<file path="src/rtl/alu_rs_pkg.sv">
`default_nettype none
// ============================================================================
// Module      : alu_rs_pkg
// Description : Shared widths, ALU opcode constants and the reservation
//               station entry record.
// Revision    : 1.0 - initial release
// ============================================================================
package alu_rs_pkg;

    localparam int TAG_W  = 5;
    localparam int DATA_W = 32;
    localparam int OPC_W  = 4;
    localparam int SHF_W  = 5;

    typedef enum logic [OPC_W-1:0] {
        ADD  = 4'h0,
        SUB  = 4'h1,
        AND  = 4'h2,
        OR   = 4'h3,
        XOR  = 4'h4,
        SLL  = 4'h5,
        SRL  = 4'h6,
        SRA  = 4'h7,
        SLT  = 4'h8,
        SLTU = 4'h9,
        BEQ  = 4'hA,
        BNE  = 4'hB
    } alu_op_e;

    // One station slot; the age rank lives beside it in the entry module
    // because its width depends on the station depth.
    typedef struct packed {
        logic              busy;
        logic [OPC_W-1:0]  opcode;
        logic [TAG_W-1:0]  tag;
        logic [SHF_W-1:0]  shfamt;
        logic              v1;
        logic [TAG_W-1:0]  q1;
        logic [DATA_W-1:0] op1;
        logic              v2;
        logic [TAG_W-1:0]  q2;
        logic [DATA_W-1:0] op2;
    } rs_entry_t;

endpackage
`default_nettype wire

</file>
<file path="src/rtl/alu_rs_entry.sv">
`default_nettype none
// ============================================================================
// Module      : alu_rs_entry
// Description : Storage for one reservation station slot: operand capture
//               from the CDB, busy/free control and the slot's age rank.
// Revision    : 1.0 - initial release
// ============================================================================
module alu_rs_entry
    import alu_rs_pkg::*;
#(
    parameter int RANK_W = 2
) (
    input  logic              clk,
    input  logic              rst,
    input  logic              i_flush,
    input  logic              i_wr_en,
    input  rs_entry_t         i_wr_data,
    input  logic [RANK_W-1:0] i_wr_rank,
    input  logic              i_clr,
    input  logic              i_age_up,
    input  logic              i_cdb_valid,
    input  logic [TAG_W-1:0]  i_cdb_tag,
    input  logic [DATA_W-1:0] i_cdb_data,
    output logic              o_busy,
    output logic              o_ready,
    output logic [RANK_W-1:0] o_rank,
    output logic [OPC_W-1:0]  o_opcode,
    output logic [TAG_W-1:0]  o_tag,
    output logic [SHF_W-1:0]  o_shfamt,
    output logic [DATA_W-1:0] o_op1,
    output logic [DATA_W-1:0] o_op2
);

    rs_entry_t         r_ent;
    logic [RANK_W-1:0] r_rank;
    logic              w_wake1;
    logic              w_wake2;

    assign w_wake1 = i_cdb_valid & r_ent.busy & ~r_ent.v1 & (r_ent.q1 == i_cdb_tag);
    assign w_wake2 = i_cdb_valid & r_ent.busy & ~r_ent.v2 & (r_ent.q2 == i_cdb_tag);

    // Slot contents: a write only ever targets a free slot, so it never
    // collides with wakeup or free, which only affect a busy slot.
    always_ff @(posedge clk or posedge rst) begin
        if (rst) begin
            r_ent <= '0;
        end else if (i_flush) begin
            r_ent <= '0;
        end else if (i_wr_en) begin
            r_ent <= i_wr_data;
        end else begin
            if (i_clr) begin
                r_ent.busy <= 1'b0;
            end
            if (w_wake1) begin
                r_ent.v1  <= 1'b1;
                r_ent.op1 <= i_cdb_data;
            end
            if (w_wake2) begin
                r_ent.v2  <= 1'b1;
                r_ent.op2 <= i_cdb_data;
            end
        end
    end

    // Age rank: 0 is the oldest busy slot; moves up when an older slot leaves.
    always_ff @(posedge clk or posedge rst) begin
        if (rst) begin
            r_rank <= '0;
        end else if (i_flush) begin
            r_rank <= '0;
        end else if (i_wr_en) begin
            r_rank <= i_wr_rank;
        end else if (i_age_up) begin
            r_rank <= r_rank - 1'b1;
        end
    end

    assign o_busy   = r_ent.busy;
    assign o_ready  = r_ent.busy & r_ent.v1 & r_ent.v2;
    assign o_rank   = r_rank;
    assign o_opcode = r_ent.opcode;
    assign o_tag    = r_ent.tag;
    assign o_shfamt = r_ent.shfamt;
    assign o_op1    = r_ent.op1;
    assign o_op2    = r_ent.op2;

endmodule
`default_nettype wire

</file>
<file path="src/rtl/alu_reservation_station.sv">
`default_nettype none
// ============================================================================
// Module      : alu_reservation_station
// Description : Out-of-order ALU reservation station. Holds NUM_ENT waiting
//               instructions, captures operands from the CDB and issues the
//               oldest ready instruction into a stallable issue register.
// Revision    : 1.0 - initial release
// ============================================================================
module alu_reservation_station
    import alu_rs_pkg::*;
#(
    parameter int NUM_ENT = 4
) (
    input  logic              clk,
    input  logic              reset,
    input  logic              flush,
    input  logic              disp_valid,
    output logic              disp_ready,
    input  logic [OPC_W-1:0]  disp_opcode,
    input  logic [TAG_W-1:0]  disp_tag,
    input  logic [SHF_W-1:0]  disp_shfamt,
    input  logic              disp_v1,
    input  logic              disp_v2,
    input  logic [TAG_W-1:0]  disp_q1,
    input  logic [TAG_W-1:0]  disp_q2,
    input  logic [DATA_W-1:0] disp_op1,
    input  logic [DATA_W-1:0] disp_op2,
    input  logic              cdb_valid,
    input  logic [TAG_W-1:0]  cdb_tag,
    input  logic [DATA_W-1:0] cdb_data,
    output logic              issue_valid,
    output logic [OPC_W-1:0]  issue_opcode,
    output logic [DATA_W-1:0] issue_op1,
    output logic [DATA_W-1:0] issue_op2,
    output logic [SHF_W-1:0]  issue_shfamt,
    output logic [TAG_W-1:0]  issue_tag,
    input  logic              issue_stall
);

    localparam int c_IDX_W = (NUM_ENT > 1) ? $clog2(NUM_ENT) : 1;
    localparam int c_CNT_W = $clog2(NUM_ENT + 1);

    logic [NUM_ENT-1:0] w_busy;
    logic [NUM_ENT-1:0] w_ready;
    logic [NUM_ENT-1:0] w_wr_en;
    logic [NUM_ENT-1:0] w_clr;
    logic [NUM_ENT-1:0] w_age_up;
    logic [c_IDX_W-1:0] w_rank       [NUM_ENT];
    logic [OPC_W-1:0]   w_ent_opcode [NUM_ENT];
    logic [TAG_W-1:0]   w_ent_tag    [NUM_ENT];
    logic [SHF_W-1:0]   w_ent_shfamt [NUM_ENT];
    logic [DATA_W-1:0]  w_ent_op1    [NUM_ENT];
    logic [DATA_W-1:0]  w_ent_op2    [NUM_ENT];

    rs_entry_t          w_new;
    logic               w_accept;
    logic               w_load;
    logic               w_issue_fire;
    logic               w_sel_found;
    logic [c_IDX_W-1:0] w_sel_idx;
    logic [c_IDX_W-1:0] w_sel_rank;
    logic [c_CNT_W-1:0] w_busy_cnt;
    logic [c_IDX_W-1:0] w_new_rank;
    logic               w_byp1;
    logic               w_byp2;

    logic               r_issue_valid;
    logic [OPC_W-1:0]   r_issue_opcode;
    logic [DATA_W-1:0]  r_issue_op1;
    logic [DATA_W-1:0]  r_issue_op2;
    logic [SHF_W-1:0]   r_issue_shfamt;
    logic [TAG_W-1:0]   r_issue_tag;

    // Ready is based on registered busy bits only, so a slot freed by the
    // issue this cycle is not offered to dispatch until the next cycle.
    assign disp_ready   = ~(&w_busy);
    assign w_accept     = disp_valid & disp_ready & ~flush;
    assign w_load       = ~r_issue_valid | ~issue_stall;
    assign w_issue_fire = w_load & w_sel_found & ~flush;

    assign w_byp1 = ~disp_v1 & cdb_valid & (disp_q1 == cdb_tag);
    assign w_byp2 = ~disp_v2 & cdb_valid & (disp_q2 == cdb_tag);

    // Incoming record, with operands captured from a same-cycle CDB broadcast.
    always_comb begin
        w_new        = '0;
        w_new.busy   = 1'b1;
        w_new.opcode = disp_opcode;
        w_new.tag    = disp_tag;
        w_new.shfamt = disp_shfamt;
        w_new.v1     = disp_v1 | w_byp1;
        w_new.q1     = disp_q1;
        w_new.op1    = w_byp1 ? cdb_data : disp_op1;
        w_new.v2     = disp_v2 | w_byp2;
        w_new.q2     = disp_q2;
        w_new.op2    = w_byp2 ? cdb_data : disp_op2;
    end

    // Lowest-index free slot receives the accepted dispatch.
    always_comb begin
        logic found;
        w_wr_en = '0;
        found   = 1'b0;
        for (int i = 0; i < NUM_ENT; i++) begin
            if (!w_busy[i] && !found) begin
                w_wr_en[i] = w_accept;
                found      = 1'b1;
            end
        end
    end

    // Oldest ready slot: busy ranks are unique, so the minimum is unambiguous.
    always_comb begin
        w_sel_found = 1'b0;
        w_sel_idx   = '0;
        w_sel_rank  = '0;
        for (int i = 0; i < NUM_ENT; i++) begin
            if (w_ready[i] && (!w_sel_found || (w_rank[i] < w_sel_rank))) begin
                w_sel_found = 1'b1;
                w_sel_idx   = c_IDX_W'(i);
                w_sel_rank  = w_rank[i];
            end
        end
    end

    // Occupancy count; a new entry ranks behind everyone still present.
    always_comb begin
        w_busy_cnt = '0;
        for (int i = 0; i < NUM_ENT; i++) begin
            w_busy_cnt = w_busy_cnt + c_CNT_W'(w_busy[i]);
        end
    end

    assign w_new_rank = c_IDX_W'(w_busy_cnt - c_CNT_W'(w_issue_fire));

    // Free the issued slot and promote every younger busy slot by one rank.
    always_comb begin
        for (int i = 0; i < NUM_ENT; i++) begin
            w_clr[i]    = w_issue_fire && (w_sel_idx == c_IDX_W'(i));
            w_age_up[i] = w_issue_fire && w_busy[i] && (w_rank[i] > w_sel_rank);
        end
    end

    for (genvar g = 0; g < NUM_ENT; g++) begin : g_ent
        alu_rs_entry #(
            .RANK_W (c_IDX_W)
        ) u_entry (
            .clk         (clk),
            .rst         (reset),
            .i_flush     (flush),
            .i_wr_en     (w_wr_en[g]),
            .i_wr_data   (w_new),
            .i_wr_rank   (w_new_rank),
            .i_clr       (w_clr[g]),
            .i_age_up    (w_age_up[g]),
            .i_cdb_valid (cdb_valid),
            .i_cdb_tag   (cdb_tag),
            .i_cdb_data  (cdb_data),
            .o_busy      (w_busy[g]),
            .o_ready     (w_ready[g]),
            .o_rank      (w_rank[g]),
            .o_opcode    (w_ent_opcode[g]),
            .o_tag       (w_ent_tag[g]),
            .o_shfamt    (w_ent_shfamt[g]),
            .o_op1       (w_ent_op1[g]),
            .o_op2       (w_ent_op2[g])
        );
    end

    // Issue register: reloads whenever it is empty or not stalled.
    always_ff @(posedge clk or posedge reset) begin
        if (reset) begin
            r_issue_valid  <= 1'b0;
            r_issue_opcode <= '0;
            r_issue_op1    <= '0;
            r_issue_op2    <= '0;
            r_issue_shfamt <= '0;
            r_issue_tag    <= '0;
        end else if (flush) begin
            r_issue_valid  <= 1'b0;
        end else if (w_load) begin
            r_issue_valid <= w_sel_found;
            if (w_sel_found) begin
                r_issue_opcode <= w_ent_opcode[w_sel_idx];
                r_issue_op1    <= w_ent_op1[w_sel_idx];
                r_issue_op2    <= w_ent_op2[w_sel_idx];
                r_issue_shfamt <= w_ent_shfamt[w_sel_idx];
                r_issue_tag    <= w_ent_tag[w_sel_idx];
            end
        end
    end

    assign issue_valid  = r_issue_valid;
    assign issue_opcode = r_issue_opcode;
    assign issue_op1    = r_issue_op1;
    assign issue_op2    = r_issue_op2;
    assign issue_shfamt = r_issue_shfamt;
    assign issue_tag    = r_issue_tag;

endmodule
`default_nettype wire

</file>
<file path="config.mk">
export PLATFORM = sky130hd
export DESIGN_NAME = alu_reservation_station
export DESIGN_NICKNAME = d
export VERILOG_FILES = /design/src/rtl/alu_rs_pkg.sv /design/src/rtl/alu_rs_entry.sv /design/src/rtl/alu_reservation_station.sv
export SDC_FILE = /design/constraint.sdc
export NUM_CORES = 1
export LEC_CHECK = 0
export CORE_MARGIN = 10
export CORE_UTILIZATION = 30
export CTS_CLUSTER_SIZE = 16
export DETAILED_ROUTE_END_ITERATION = 6
export GPL_ROUTABILITY_DRIVEN = 1
export PLACE_DENSITY = 0.43
export SLEW_MARGIN = 20
export SYNTH_ARGS = -nofsm -noshare
export SYNTH_HDL_FRONTEND = slang
export SYNTH_SLANG_ARGS = --single-unit
</file>
<file path="constraint.sdc">
create_clock -name clk -period 28.4 [get_ports clk]
set_input_delay 4.26 -clock clk [delete_from_list [all_inputs] [get_ports clk]]
set_output_delay 4.26 -clock clk [all_outputs]
set_load 0.005 [all_outputs]
</file>
Word-level counts from Yosys, hierarchy flattened:

Cells that the tools add are included.

* bits in registers: 451
* input bits: 133
* output and inout bits: 80

* add/subtract/negate cells: 8
* equal/unequal tests: 13
* reduce and logical (&&, ||, !) cells: 53
* order comparisons: 8
* mux-type cells: 101
* bitwise gates (word level): 54

Operator list (count)
* 32-bit two-way mux: 18
* 91-bit two-way mux: 4
* 33-bit two-way mux: 4
* 32-bit binary-select mux with 2-bit select: 2
* 5-bit two-way mux: 12
* 14-bit two-way mux: 4
* 5-bit equality test: 10
* 3-bit nonzero test: 16
* 1-bit bitwise AND: 36
* 2-bit two-way mux: 18
* 1-bit two-way mux: 34
* 5-bit binary-select mux with 2-bit select: 2
* 1-bit logical AND: 18
* 1-bit NOT: 14
* 2-bit nonzero test: 5
* 4-bit binary-select mux with 2-bit select: 1
* 2-bit greater-than comparator: 4
* 1-bit logical NOT: 8
* 4-bit two-way mux: 2
* 2-bit by 1-bit subtractor with 2-bit output (second input constant): 4
* 2-bit less-than comparator: 3
* 2-bit by 1-bit adder with 2-bit output: 2
* 2-bit equality test (second input constant): 2
* 4-bit AND reduction: 1
* 9 further kinds: 13

Depth between registers and ports, before layout:

* depth after elaboration: 22
* mapped depth: 29
* mapped depth without buffers: 24

By module:

A second synthesis with hierarchy kept.

* cell total of the unflattened synthesis: 3063
* area total of the unflattened synthesis: 28318.4 um^2

By module, submodules not included
* alu_rs_entry: area an instance 5170.0 um^2, cells an instance 512, instances 4
* alu_reservation_station: area an instance 7638.6 um^2, cells an instance 1015, instances 1

Worst setup path before layout:

OpenSTA, ideal clock, no wires.

* kind: input to register
* from: in flush
* to: reg g_ent[0].u_entry.r_rank[1]
* slack: 21.367 ns
* data required time: 28.299 ns
* path buffers: 3
* stages on the path: 13
* data arrival time: 6.932 ns
* library setup time: 0.101 ns
* cell sequence: clkbuf_1 or3b_1 buf_4 inv_2 clkbuf_1 ha_1 fa_1 inv_1 ha_1 xor2_1 xnor2_1 a21oi_1 o32ai_1

* longest elaborated chain between the ends: 5
* elaborated cells between the ends (all ways): 10
* those cells by class: 1 x add/sub; 3 x mux; 3 x bitwise; 3 x reduce/logical

RTL lines
* start: declaration: RTL line alu_reservation_station.sv:16 `input logic flush,`
* 1-bit NOT (no source line) (*)
* 1-bit bitwise AND (*): RTL line alu_reservation_station.sv:79 `assign w_issue_fire = w_load & w_sel_found & ~flush;`
* via w_issue_fire: RTL line alu_reservation_station.sv:58 `logic w_issue_fire;`
* 2-bit by 1-bit subtractor with 2-bit output / 1-bit logical AND (equally long branches): RTL line alu_reservation_station.sv:134, alu_reservation_station.sv:140
* 2-bit two-way mux / 1-bit logical AND (equally long branches): RTL line alu_rs_entry.sv:72, alu_reservation_station.sv:140
* 2-bit two-way mux / 3-bit nonzero test (equally long branches)
* end signal: assignment: RTL line alu_rs_entry.sv:73 `r_rank <= i_wr_rank;`
* end signal: assignment: RTL line alu_rs_entry.sv:75 `r_rank <= r_rank - 1'b1;`
* end: declaration: RTL line alu_rs_entry.sv:35 `logic [RANK_W-1:0] r_rank;`

Mark *: on every way through the listed nets, which the timed path passes. The rest lies on a longest branch.
A chain may end at the register's enable or synchronous reset.

Worst setup path in the final report:

* from: in flush
* to: reg g_ent[1].u_entry.r_ent (netlist bit g_ent[1].u_entry.o_op1[25])

* longest elaborated chain between the ends: 5
* elaborated cells between the ends (all ways): 6
* those cells by class: 3 x mux; 2 x bitwise; 1 x reduce/logical

RTL lines
* 1-bit NOT (no source line)
* 1-bit bitwise AND: RTL line alu_reservation_station.sv:77 `assign w_accept = disp_valid & disp_ready & ~flush;`
* 1-bit two-way mux: RTL line alu_reservation_station.sv:105 `if (!w_busy[i] && !found) begin`
* 33-bit two-way mux: RTL line alu_rs_entry.sv:49 `end else if (i_wr_en) begin`
* 91-bit two-way mux: RTL line alu_rs_entry.sv:47 `end else if (i_flush) begin`
* end signal: assignment: RTL line alu_rs_entry.sv:50 `r_ent <= i_wr_data;`
* end: declaration: RTL line alu_rs_entry.sv:34 `rs_entry_t r_ent;`

Parallel ways exist; a longest one is shown, timed or not.

==> results.md <==
* Global-route usage over all layers at 0.196
* Post-cts resize count at 0
* P&R area growth vs syn at 18.8%
* Clock Path Buffers at 3
* Power per cell area at around 57 mW/mm^2
* Period minus WS final at roughly 7.6 ns
* TNS Setup at 0 ns
* Synth Area in Compound Gates at 0.208
* CP required at around 29 ns
* Vias at around 20,000
* Yosys cell types at 61
* Worst Path Max Fanout at 50
* Die Area at 0.0922 mm^2
* Initial antenna violation count at 4
* Main flop type after synthesis: dfrtp_1
* H-tree levels at 2
* DRC violations left at 0
* Die width at 304 um
* R2R Path Start: g_ent[0].u_entry.o_busy
* TritonCTS Sinks at 451
* Largest net degree at the start of global routing at about 160
* Post-CTS setup buffer count at 0
* Detailed-route wire length per cell at around 26 um
* Mapped Avg Cell Area at roughly 9.6 um^2
* Status: completed
* Total I/O pin count at approximately 210
* CTS tree: built
* Port bufs at between 200 and 250
* Overflow after GRT at 0
* CP max stage cell: nand4_1
* Fin nets at around 2,700
* Synth async-reset ratio at 1.00
* CTS clk-pin slew, worst paths at 0.06 ns
* Most used cell, CP: buf_4
* GPL Wtd Cong at between 0.7 and 0.8
* CP Capture Type: flop
* Hold Path Origin: g_ent[3].u_entry.o_op2[29]
* # hold bufs at CTS at 0
* Register area share after synthesis at 0.468
* Root Buffer: clkbuf_16
* Syn_nets at between 2,000 and 3,000
* Post-DP HPWL at approximately 54 mm
* CP startpoint: flush
* Layout Skew at about 0.025 ns
* Max frequency at around 130 MHz
* Delay-heaviest family, CP: buffers and inverters
* Crit path buffers/inverters at 5
* Vias in the first global route at around 21,000
* Fill cell count at 8,030
* Area of the multi-input gates at roughly 0.011 mm^2
* Reg area at 0.0113 mm^2
* Maxcap violations at 0
* Post-Synth Simple-Gate Area at 0.128
* Leakage at ~13 nW
* VDD IR-drop max at 42.6 uV
* DR vias/cell at ~5.5
* Crit share post-route at 0.267
* Yosys warns at 0
* DRT Pass-1 Iters at 5
* Routed Antenna Nets at 0
* Cells after Synth at ~2,500
* DP Cell Count at 3,545
* Main combinational cell family by area after synthesis: compound AO/OA/AOI/OAI gates
* First-pass GRT wire length at 141 mm
* Starting density of the core at 0.304
* Worst setup path category: in2reg
* Reg2reg setup slack at 20.82 ns
* Delay of the slowest cell on the worst path at 1.00 ns
* Worst hold path class: reg2reg
* RSZ-0062 raised after global routing: no
* # rows at 103
* Syn Std Cell Area at 0.0241 mm^2
* Final max-slew violation count at 0
* First DRT Iteration DRCs at 1,622
* Critical path launch point type: primary input
* Share of cells above drive strength 1 at 0.0880
* Register bit count reported by yosys at 451
* Detailed Route WL at approximately 94 mm
* Post-synthesis mux area share at 0.105
* Clk_lat worst skew at approximately 0.63 ns
* Setup Viol. Count Final at 0
* Die height at 304 um
* Worst slew pin tran at around 1.2 ns
* Synth Area in XOR/XNOR at 0.0207
* Post-synth EDFFs at 0
* Cts bufs inserted at 55
* Fin cells at approximately 3,600
* CP Cell Sequence: buf_6, clkinv_2, nand4_1, buf_4, buf_4, buf_12, nor2_1, a211oi_1
* Area of the core at between 0.07 and 0.08 mm^2
* Relative slew slack at 0.220
* Adder-Cell Fraction of Synth Area at 0.00809
* Final hold violation count at 0
* Critical path arrival at around 8.1 ns
-- cell usage in the layout, fill, tap and decap left out, types with 8 or more instances in the layout --
master,instances
a22oi_1,63
a211oi_1,131
and3_1,134
clkbuf_8,11
o21ai_1,58
nand4_1,12
o21ai_0,96
mux2i_1,159
inv_1,90
clkdlybuf4s50_1,211
o31ai_1,19
buf_4,40
clkinv_2,8
a32oi_1,78
mux2_4,59
a21o_1,21
dfrtp_1,451
nor2_1,104
a221o_1,78
ha_1,14
a21oi_1,145
xor2_1,17
clkbuf_1,16
nand3_1,18
clkbuf_16,56
xnor2_1,40
nand2_1,367
-- worst paths after layout --
kind,end,cells after the start
worst min-delay path,g_ent[3].u_entry.o_op2[29],2
max in group asynchronous,g_ent[2].u_entry.r_ent[74],3
worst max-delay path,g_ent[1].u_entry.o_op1[25],8
worst min register to register,g_ent[3].u_entry.o_op2[29],2
min in group asynchronous,issue_op2[13],2
worst max register to register,g_ent[2].u_entry.o_rank[0],24
-- Yosys cell counts (12+ instances only) --
cell      count  area [um^2]
xnor2_1      40          350
ha_1         14          175
a22oi_1      63          473
and3_1      134          838
mux2i_1     159         1590
buf_2        39          195
nor2_1      107          402
mux2_4       59          886
dfrtp_1     451        11300
a211oi_1    131          983
o21ai_0      97          485
clkbuf_1    203          762
a221o_1      78          781
o31ai_1      19          143
a21o_1       21          158
nand3_1      18         90.1
nand4_1      12         75.1
a21oi_1     145          726
a32oi_1      78          683
xor2_1       17          149
inv_1        92          345
o21ai_1      59          295
nand2_1     368         1380
-- cell type report --
type / instances / share of cell area
diodes: 2 / 0.000175
multi-input cells: 1695 / 0.399
repair buffers: 257 / 0.0874
inverters: 93 / 0.0125
clock buffers: 83 / 0.0563
clock inverters: 13 / 0.00493
flip-flops and latches: 451 / 0.394
well taps: 1050 / 0.0458
-- power breakdown --
| part | leakage (nW) | switching (mW) | internal (mW) |
|---|---|---|---|
| logic | 6.32 | 0.119 | 0.0960 |
| registers | 6.11 | 0.0274 | 0.683 |
| clock network | 0.858 | 0.292 | 0.408 |
| total | 13.3 | 0.439 | 1.19 |
-- registers in the layout, indices dropped and copies added (netlist names), 5 cells and up --
| register | flops |
|---|---|
| issue_op1 | 32 |
| issue_op2 | 32 |
| g_ent.u_entry.o_rank | 8 |
| g_ent.u_entry.o_shfamt | 20 |
| issue_shfamt | 5 |
| g_ent.u_entry.o_op2 | 128 |
| g_ent.u_entry.o_tag | 20 |
| issue_tag | 5 |
| g_ent.u_entry.o_op1 | 128 |
| g_ent.u_entry.o_opcode | 16 |
| g_ent.u_entry.r_ent | 48 |
-- metrics by stage --
| stage | util | setup WS (ns) | power, mW | area, um^2 | hold slack [ns] |
|---|---|---|---|---|---|
| CTS | 0.361 | 20.73 | 1.65 | 28600 | 0.475 |
| floorplan | - | 11.57 | 0.832 | 24100 | 0.442 |
| global route | 0.361 | 20.36 | 1.69 | 28700 | 0.488 |
| detailed placement | 0.339 | 20.08 | 0.939 | 26900 | 0.462 |
| finish | 0.361 | 20.80 | 1.62 | 28700 | 0.470 |
| global placement | 0.338 | 20.18 | 0.936 | 26900 | 0.452 |
-- worst register-to-register path, stage by stage, from the launching register on --
cell and delay, ns:
dfrtp_1 0.74, and3_1 0.40, nand2_1 0.12, ha_1 0.30
a21oi_1 0.37, o21a_4 0.42, a21oi_1 0.16, ha_1 0.26
nor2_1 0.20, nand4_4 0.69, buf_4 0.69, and2_1 0.37
a21o_1 0.19, ha_1 0.28, o32ai_1 0.06, nand2_1 0.15
o31ai_4 0.09, buf_4 0.26, or3_1 0.36, o21ai_1 0.23
ha_1 0.31, a211o_1 0.32, or2_2 0.29, xnor2_1 0.13
o21ai_0 0.08
-- metal layers --
metal / track usage / vias to the layer above / wire (um)
li1: - / 9119 / -
met1: 0.260 / 10268 / 42300
met2: 0.324 / 625 / 44500
met3: 0.0304 / 130 / 4920
met4: 0.0589 / 6 / 2490
met5: 0 / - / 37
-- cells by family (layout without fill, tap and decap cells) --
family	count (synthesis)	count (layout)
muxes	224	224
xor gates and xnor gates	57	57
and+or+nand+nor	680	680
DFF	451	451
AOI/OAI and AO/OA	719	719
buffers and inverters	362	446
other	0	2
adders and majority gates	15	15
(Power assumes the default switching activity.)
